File: src/rtl/mdu_pkg.sv
// Shared op codes, FSM states and divider timing for the MDU HI/LO control unit.
package mdu_pkg;

  // Number of cycles the iterative divider holds div_busy high.
  localparam int unsigned DIV_CYCLES = 32;

  // MDU op encoding driven by decode into EX.
  localparam logic [2:0] OP_NONE = 3'd0;
  localparam logic [2:0] OP_DIV  = 3'd1;
  localparam logic [2:0] OP_DIVU = 3'd2;
  localparam logic [2:0] OP_MTHI = 3'd3;
  localparam logic [2:0] OP_MTLO = 3'd4;
  localparam logic [2:0] OP_MFHI = 3'd5;
  localparam logic [2:0] OP_MFLO = 3'd6;

  typedef enum logic [1:0] {
    IDLE = 2'd0,
    WAIT = 2'd1,
    DONE = 2'd2
  } state_t;

endpackage

File: src/rtl/mdu_hilo_ctrl_hilo_regs.sv
// Architectural HI/LO storage with independent write enables and a read mux.
module hilo_regs
  import mdu_pkg::*;
#(
  parameter int unsigned DW = 32
) (
  input  logic          clk,
  input  logic          rst,
  input  logic          we_hi,
  input  logic          we_lo,
  input  logic [DW-1:0] wd_hi,
  input  logic [DW-1:0] wd_lo,
  input  logic          rd_hi,
  input  logic          rd_lo,
  output logic [DW-1:0] hi,
  output logic [DW-1:0] lo,
  output logic [DW-1:0] rd_data
);

  // HI/LO update; reset wins over any pending write.
  always_ff @(posedge clk) begin
    if (rst) begin
      hi <= '0;
      lo <= '0;
    end else begin
      if (we_hi) hi <= wd_hi;
      if (we_lo) lo <= wd_lo;
    end
  end

  // MFHI/MFLO read path; zero for any other op.
  always_comb begin
    rd_data = '0;
    if (rd_hi)      rd_data = hi;
    else if (rd_lo) rd_data = lo;
  end

endmodule

File: src/rtl/mdu_hilo_ctrl.sv
// EX-stage multiply/divide control: divider handshake, pipeline stall, HI/LO ownership.
// Optional feature macro: MDU_DIVZERO_EN (zero divisor skips the divider, adds divzero port).
module mdu_hilo_ctrl
  import mdu_pkg::*;
#(
  parameter int unsigned DW  = 32,
  parameter int unsigned OPW = 3
) (
  input  logic            clk,
  input  logic            rst,
  input  logic            flush,
  input  logic            ex_stall_in,
  input  logic            op_valid,
  input  logic [OPW-1:0]  op,
  input  logic [DW-1:0]   rs_val,
  input  logic [DW-1:0]   rt_val,
  input  logic            div_busy,
  input  logic [2*DW-1:0] div_out,
  output logic            div_en,
  output logic            div_ready,
  output logic            div_flush,
  output logic [DW-1:0]   div_a,
  output logic [DW-1:0]   div_b,
  output logic            div_unsign,
  output logic            mdu_stall,
  output logic [DW-1:0]   mf_data,
  output logic [DW-1:0]   hi,
`ifdef MDU_DIVZERO_EN
  output logic [DW-1:0]   lo,
  output logic            divzero
`else
  output logic [DW-1:0]   lo
`endif
);

  state_t state;
  logic   busy_seen;

  logic op_div, op_divu, op_mthi, op_mtlo, op_mfhi, op_mflo;
  logic is_div, rt_zero, capture, mt_ok;
  logic we_hi, we_lo;
  logic [DW-1:0] wd_hi, wd_lo;

  // Op decode.
  assign op_div  = (op == OPW'(OP_DIV));
  assign op_divu = (op == OPW'(OP_DIVU));
  assign op_mthi = (op == OPW'(OP_MTHI));
  assign op_mtlo = (op == OPW'(OP_MTLO));
  assign op_mfhi = (op == OPW'(OP_MFHI));
  assign op_mflo = (op == OPW'(OP_MFLO));
  assign is_div  = op_valid & (op_div | op_divu);

`ifdef MDU_DIVZERO_EN
  assign rt_zero = (rt_val == '0);
`else
  assign rt_zero = 1'b0;
`endif

  // Divider handshake and hazard stall; operands are held stable by the EX stage.
  assign div_a      = rs_val;
  assign div_b      = rt_val;
  assign div_unsign = op_divu;
  assign div_flush  = flush | rst;
  assign div_en     = is_div & ((state != IDLE) | ~flush) & ~rt_zero;
  assign div_ready  = ((state == WAIT) & ~div_busy) | (state == DONE);
  assign mdu_stall  = is_div & (state != DONE) & ~flush;

  // Result capture only after the divider has been seen busy, so the launch cycle cannot fake a finish.
  assign capture = (state == WAIT) & busy_seen & ~div_busy & ~flush;
  assign mt_ok   = (state == IDLE) & op_valid & ~flush & ~ex_stall_in;

  assign we_hi = capture | (mt_ok & op_mthi);
  assign we_lo = capture | (mt_ok & op_mtlo);
  assign wd_hi = capture ? div_out[2*DW-1:DW] : rs_val;
  assign wd_lo = capture ? div_out[DW-1:0]    : rs_val;

  // Control FSM: launch, wait for the divider, hold the result until EX releases.
  always_ff @(posedge clk) begin
    if (rst) begin
      state     <= IDLE;
      busy_seen <= 1'b0;
    end else if (flush) begin
      state     <= IDLE;
      busy_seen <= 1'b0;
    end else begin
      case (state)
        IDLE: begin
          if (is_div) begin
            busy_seen <= 1'b0;
            state     <= rt_zero ? DONE : WAIT;
          end
        end
        WAIT: begin
          if (div_busy) busy_seen <= 1'b1;
          if (capture) begin
            busy_seen <= 1'b0;
            state     <= DONE;
          end
        end
        DONE: begin
          if (!ex_stall_in) state <= IDLE;
        end
        default: state <= IDLE;
      endcase
    end
  end

`ifdef MDU_DIVZERO_EN
  // One-cycle pulse in the DONE cycle entered straight from a zero-divisor launch.
  always_ff @(posedge clk) begin
    if (rst) divzero <= 1'b0;
    else     divzero <= ~flush & (state == IDLE) & is_div & rt_zero;
  end
`endif

  hilo_regs #(.DW(DW)) u_hilo_regs (
    .clk     (clk),
    .rst     (rst),
    .we_hi   (we_hi),
    .we_lo   (we_lo),
    .wd_hi   (wd_hi),
    .wd_lo   (wd_lo),
    .rd_hi   (op_mfhi),
    .rd_lo   (op_mflo),
    .hi      (hi),
    .lo      (lo),
    .rd_data (mf_data)
  );

endmodule

File: config.mk
export PLATFORM = sky130hd
export DESIGN_NAME = mdu_hilo_ctrl
export DESIGN_NICKNAME = d
export VERILOG_FILES = /design/src/rtl/mdu_pkg.sv /design/src/rtl/mdu_hilo_ctrl_hilo_regs.sv /design/src/rtl/mdu_hilo_ctrl.sv
export SDC_FILE = /design/constraint.sdc
export NUM_CORES = 1
export LEC_CHECK = 0
export ABC_AREA = 1
export CORE_ASPECT_RATIO = 0.75
export CORE_MARGIN = 2
export CORE_UTILIZATION = 33
export CTS_CLUSTER_SIZE = 30
export DETAILED_ROUTE_END_ITERATION = 8
export GPL_TIMING_DRIVEN = 1
export PLACE_DENSITY = 0.79
export SETUP_SLACK_MARGIN = 0.15
export SKIP_CTS_REPAIR_TIMING = 1
export SLEW_MARGIN = 10
export SYNTH_ARGS = -nofsm -noshare
export SYNTH_HDL_FRONTEND = slang
export SYNTH_SLANG_ARGS = --single-unit
File: constraint.sdc
create_clock -name clk -period 1.3 [get_ports clk]
set_input_delay 0.325 -clock clk [delete_from_list [all_inputs] [get_ports clk]]
set_output_delay 0.325 -clock clk [all_outputs]
set_load 0.01 [all_outputs]
# After elaboration in Yosys (flattened, before gate mapping)
# Index checks and enable logic that the tools add are counted.
# word_totals
out_inout_bits,165
word_cells,57
regBits,67
# classes
n_reduce_logical,6
n_eq_ne,13
muxes,12
bitwise_logic,22
# op_table
operator,count
$mux W32,4
$and A1 B1 Y1,13
$eq A3 B3 Y1 const B,3
$ne A2 B2 Y1 const B,4
$eq A3 B2 Y1 const B,2
$mux W2,3
$or A1 B1 Y1,6
$pmux W2 S3,1
$reduce_and A3 Y1,2
$reduce_bool A2 Y1,2
$eq A3 B1 Y1 const B,1
$mux W1,3
$ne A3 B3 Y1 const B,1
$not A1 Y1,3
$eq A2 B1 Y1 const B,1
$eq A2 B2 Y1 const B,1
$logic_not A2 Y1,1
$pmux W1 S2,1
$reduce_or A2 Y1,1

# Longest topological paths before layout
# logic_depth
ltp_word,6
mapped_depth,9
mapped_depth_nobuf,8

# Hierarchy
# From an unflattened synthesis, not the netlist that was laid out.
# unflattened
hier_cells,790
area_unflattened_um2,4624.4
# by_module_without_submodules
mod,cells_each,area_each_um2,seq_area_each_um2,n_inst
hilo_regs,512,3140.5,1281.2,1
mdu_hilo_ctrl,278,1483.9,60.1,1

# Worst setup path after synthesis
# OpenSTA, ideal clock, no wires.
# synth_path
path_kind,register -> output
from,register state[1]
to,output div_ready
path_stages_with_launch,7
path_buffers,2
path_slack_ns,-0.158
arrival_time_ns,1.133
cell_sequence,dfxtp_1 > inv_2 > nand2_1 > nor2_2 > buf_2 > buf_2 > or2_2
# synth_between
elab_chain_len,3
word_cells_on_any_way,4
cone_classes,eq/ne: 2; bitwise: 2
# synth_rtl
element,line,rtl
from (decl),mdu_hilo_ctrl.sv:36,state_t state;
from (signal assigned),mdu_hilo_ctrl.sv:90,state <= rt_zero ? DONE : WAIT;
$eq A2 B1 Y1,mdu_hilo_ctrl.sv:65,assign div_ready = ((state == WAIT) & ~div_busy) | (state == DONE);
$and A1 B1 Y1,mdu_hilo_ctrl.sv:65,
$or A1 B1 Y1 (*),mdu_hilo_ctrl.sv:65,
to (decl),mdu_hilo_ctrl.sv:20,"output logic div_ready,"
# Mark *: on every way between the ends. The rest lies on a longest branch, timed or not.

# Final worst setup path
# layout_path
from,register state[0]
to,register u_hilo_regs.lo[26]
# layout_between
elab_chain_len,6
word_cells_on_any_way,11
cone_classes,eq/ne: 1; mux: 1; bitwise: 8; reduce/logical: 1
# layout_rtl
element,line,rtl
$logic_not A2 Y1,mdu_hilo_ctrl.sv:70,assign mt_ok = (state == IDLE) & op_valid & ~flush & ~ex_stall_in;
$and A1 B1 Y1 (3 in a row),mdu_hilo_ctrl.sv:70,
$and A1 B1 Y1,mdu_hilo_ctrl.sv:73,assign we_lo = capture | (mt_ok & op_mtlo);
$or A1 B1 Y1,mdu_hilo_ctrl.sv:73,
to (signal assigned),mdu_hilo_ctrl_hilo_regs.sv:27,if (we_lo) lo <= wd_lo;
to (decl),mdu_hilo_ctrl_hilo_regs.sv:16,"output logic [DW-1:0] lo,"
# Several ways; a longest one is shown, not always the timed one.
# A chain may end at the register's enable or synchronous reset.

==> flow_summary.toml <==
[die]
row_count = 36
initial_core_util_pct = 33.7
io_pins = 302
die-area_um2 = 14200
die_h_um = 104
core_area_um2 = 13000
die_w_um = 137

[timing]
fmax_mhz = 612
finalHoldViolations = 0
period_share_pct = 126
worst_pin_slew_ns = 0.383
report.final.setup_viol = 101
period_minus_slack_ns = 1.63
setup_slack_ns = -0.334
rsz0062_at_grt = "true"
skew_ns = 0.00710
relSlewSlack_pct = 74.5
drv_slew = 0
tns_ns = -22.16

[grt]
grt_use_met2_pct = 40.9
grt_pass1_vias = 5505
grtUsageMet3_pct = 7.88
grt_usage_pct = 24.6
gr-usage-met1_pct = 30.2
grt_start_max_net_pins = 41
gr-total-overflow = 0
antenna_found_initial = 0
grt_first_pass_wirelength_mm = 27.8
busiest_layer = "met2"

[worst_setup_path]
crit_type = "flop to flop"
reg2reg_from = "state[0]$_SDFFE_PP0P_"
crit_chain = "buf_6, nor2_4, nand2_2, nor2_4, nand2_2, nand2_4, clkinvlp_4, nor2_2, nor2_1"
path_delay_family = "simple AND/OR/NAND/NOR gates"
worst-path-max-fanout = 6
r2r_cells = 9
worstSetupEndpointType = "flop"
crit_buf_inv = 2
r2r-end = "u_hilo_regs.lo[26]$_SDFFE_PP0P_"
worst_setup_path_start_kind = "flop"
cp_data_arrival_time_ns = 1.84
reg2reg_slack_ns = -0.33
cpPeakStageDelay_ns = 0.37
slowest_stage = "dfxtp_4"
crit_required_ns = 1.51

[logic_synthesis]
synthCells = 713
yosysWarningCount = 0
synth.distinct_cells = 20
yosysSeqAreaShare_pct = 30.7
synth_top_cell_by_area = "dfxtp_1"
synth.net_count = 850
synth.area.top_cells = "dfxtp_1 (31%), nand3_1 (18%), nand2_1 (14%)"
synth.top_cell.area_share_pct = 30.7
synth_area_um2 = 4370
synth_area_per_cell_um2 = 6.13
ys_ff_latch = 67

[clock_tree]
cts-htree-levels = 3
clkSlewWorstSetupHoldPaths_ns = 0.06
cts-buffers-inserted = 9
cts_max_path_buffers = 2
cts_tree = "built"
worstSkewPairLatency_ns = 0.33
clock-sinks = 67
cts_root_buffer = "clkbuf_16"

[cells_and_area]
syn_to_final_growth_pct = 117
regArea_um2 = 1430
antenna_cells = 0
stdcell_area_um2 = 9470
final_nets = 1166
final_common_cell = "buf_6"
fillers = 948
mostFrequentLayoutCells = "buf_6 (148), nand2_1 (131), nand3_1 (121)"
multi_input_area_um2 = 3080
drive_gt1_share_pct = 53.6

[place]
dpl_cell_area_um2 = 7800
hpwlAfterDp_mm = 13.1
globalplace.congestion = 0.863
io_buffers = 237

[pwr]
powerDensity_nw_per_um2 = 584
vdd_drop_max_mv = 0.636
leakage_nw = 4.67

[route]
route.detailed.drc = 0
drt-total-wl_mm = 24.4
antenna_left = 0
num_vias = 6399
dr.first_iter.drc_count = 334
routedWlPerCell_um = 20.3
first_pass_iters = 6
via_per_inst = 5.31

[hold_path]
hold_path_class = "input port to flop"
holdPathEnd = "u_hilo_regs.hi[7]$_SDFFE_PP0P_"
hp-start = "rs_val[7]"
hold-path-cell-count = 5

[run_status]
run_status = "complete, but fails checks"
failed_checks = "negative setup slack"

[flow_run]
maxCapViolCount = 0
[tightest hold or removal path, stage by stage]
cell	delay (ns)
dlymetal6s2s_1	0.10
nand2_1	0.07
nand2_1	0.06
nor2_1	0.04
nor2_1	0.08
[final cells by class]
cell class	count	share of cell area [%]
Inverter	44	1.92
Tap cell	171	2.26
Clock buffer	10	2.42
Timing Repair inverter	1	0.0793
Multi-Input combinational cell	491	32.6
Clock inverter	5	0.330
Timing Repair Buffer	415	45.4
Sequential cell	67	15.0
[stage by stage]
stage	std cells	hold slack [ns]	utilization [%]	worst slack (ns)	power [mW]
final	1204	0.381	73.0	-0.334	5.53
after floorplan	713	0.394	-	-0.00388	2.65
after global placement	1150	0.465	60.1	-1.01	3.18
after detailed placement	1150	0.486	60.1	-1.07	3.19
after CTS	1165	0.500	62.1	-1.08	5.39
after global routing	1204	0.433	73.0	-0.430	5.69
[cells in the mapped netlist (all sizes together)]
library cell,number
nand2,165
buf,96
and2,1
clkbuf,20
nor3,2
a31oi,1
o21ai,43
inv,44
a21oi,25
or2,1
nand3,153
dfxtp,67
nor2,95
[layer usage]
layer	routed length [µm]	part of all wire, %
met5	0	0
met4	954	3.9
met3	2600	11
met2	11700	48
met1	9150	37
[flip-flops by register name (all words and copies together) (netlist names)]
register and count:
u_hilo_regs.hi 32, u_hilo_regs.lo 32, state 2, busy_seen 1
[how the worst max path moves through the flow]
stage | startpoint | depth (start not counted) | to
floorplan | state[1]$_SDFFE_PP0P_ | 6 | div_ready
global placement | op[0] | 6 | mf_data[3]
detailed placement | op[2] | 7 | mf_data[12]
CTS | op[2] | 7 | mf_data[12]
global route | state[1]$_SDFFE_PP0P_ | 11 | u_hilo_regs.hi[22]$_SDFFE_PP0P_
finish | state[0]$_SDFFE_PP0P_ | 9 | u_hilo_regs.lo[26]$_SDFFE_PP0P_
[where the power goes]
| part | switching, mW | internal (mW) | leakage, nW | total, mW |
|---|---|---|---|---|
| sequential | 0.0217 | 2.08 | 0.573 | 2.10 |
| clock | 0.942 | 1.27 | 0.128 | 2.22 |
| combinational | 0.579 | 0.634 | 3.97 | 1.21 |
[cells by family (layout without fill, tap and decap cells)]
kind of cell / count (synthesis) / after routing / synth area share (%)
buffers and inverters: 160 / 475 / 20.7
flip-flops: 67 / 67 / 30.7
AND/OR/NAND/NOR: 417 / 422 / 40.7
AO/OA/AOI/OAI: 69 / 69 / 7.93
Power figures use the tool's default switching activity.
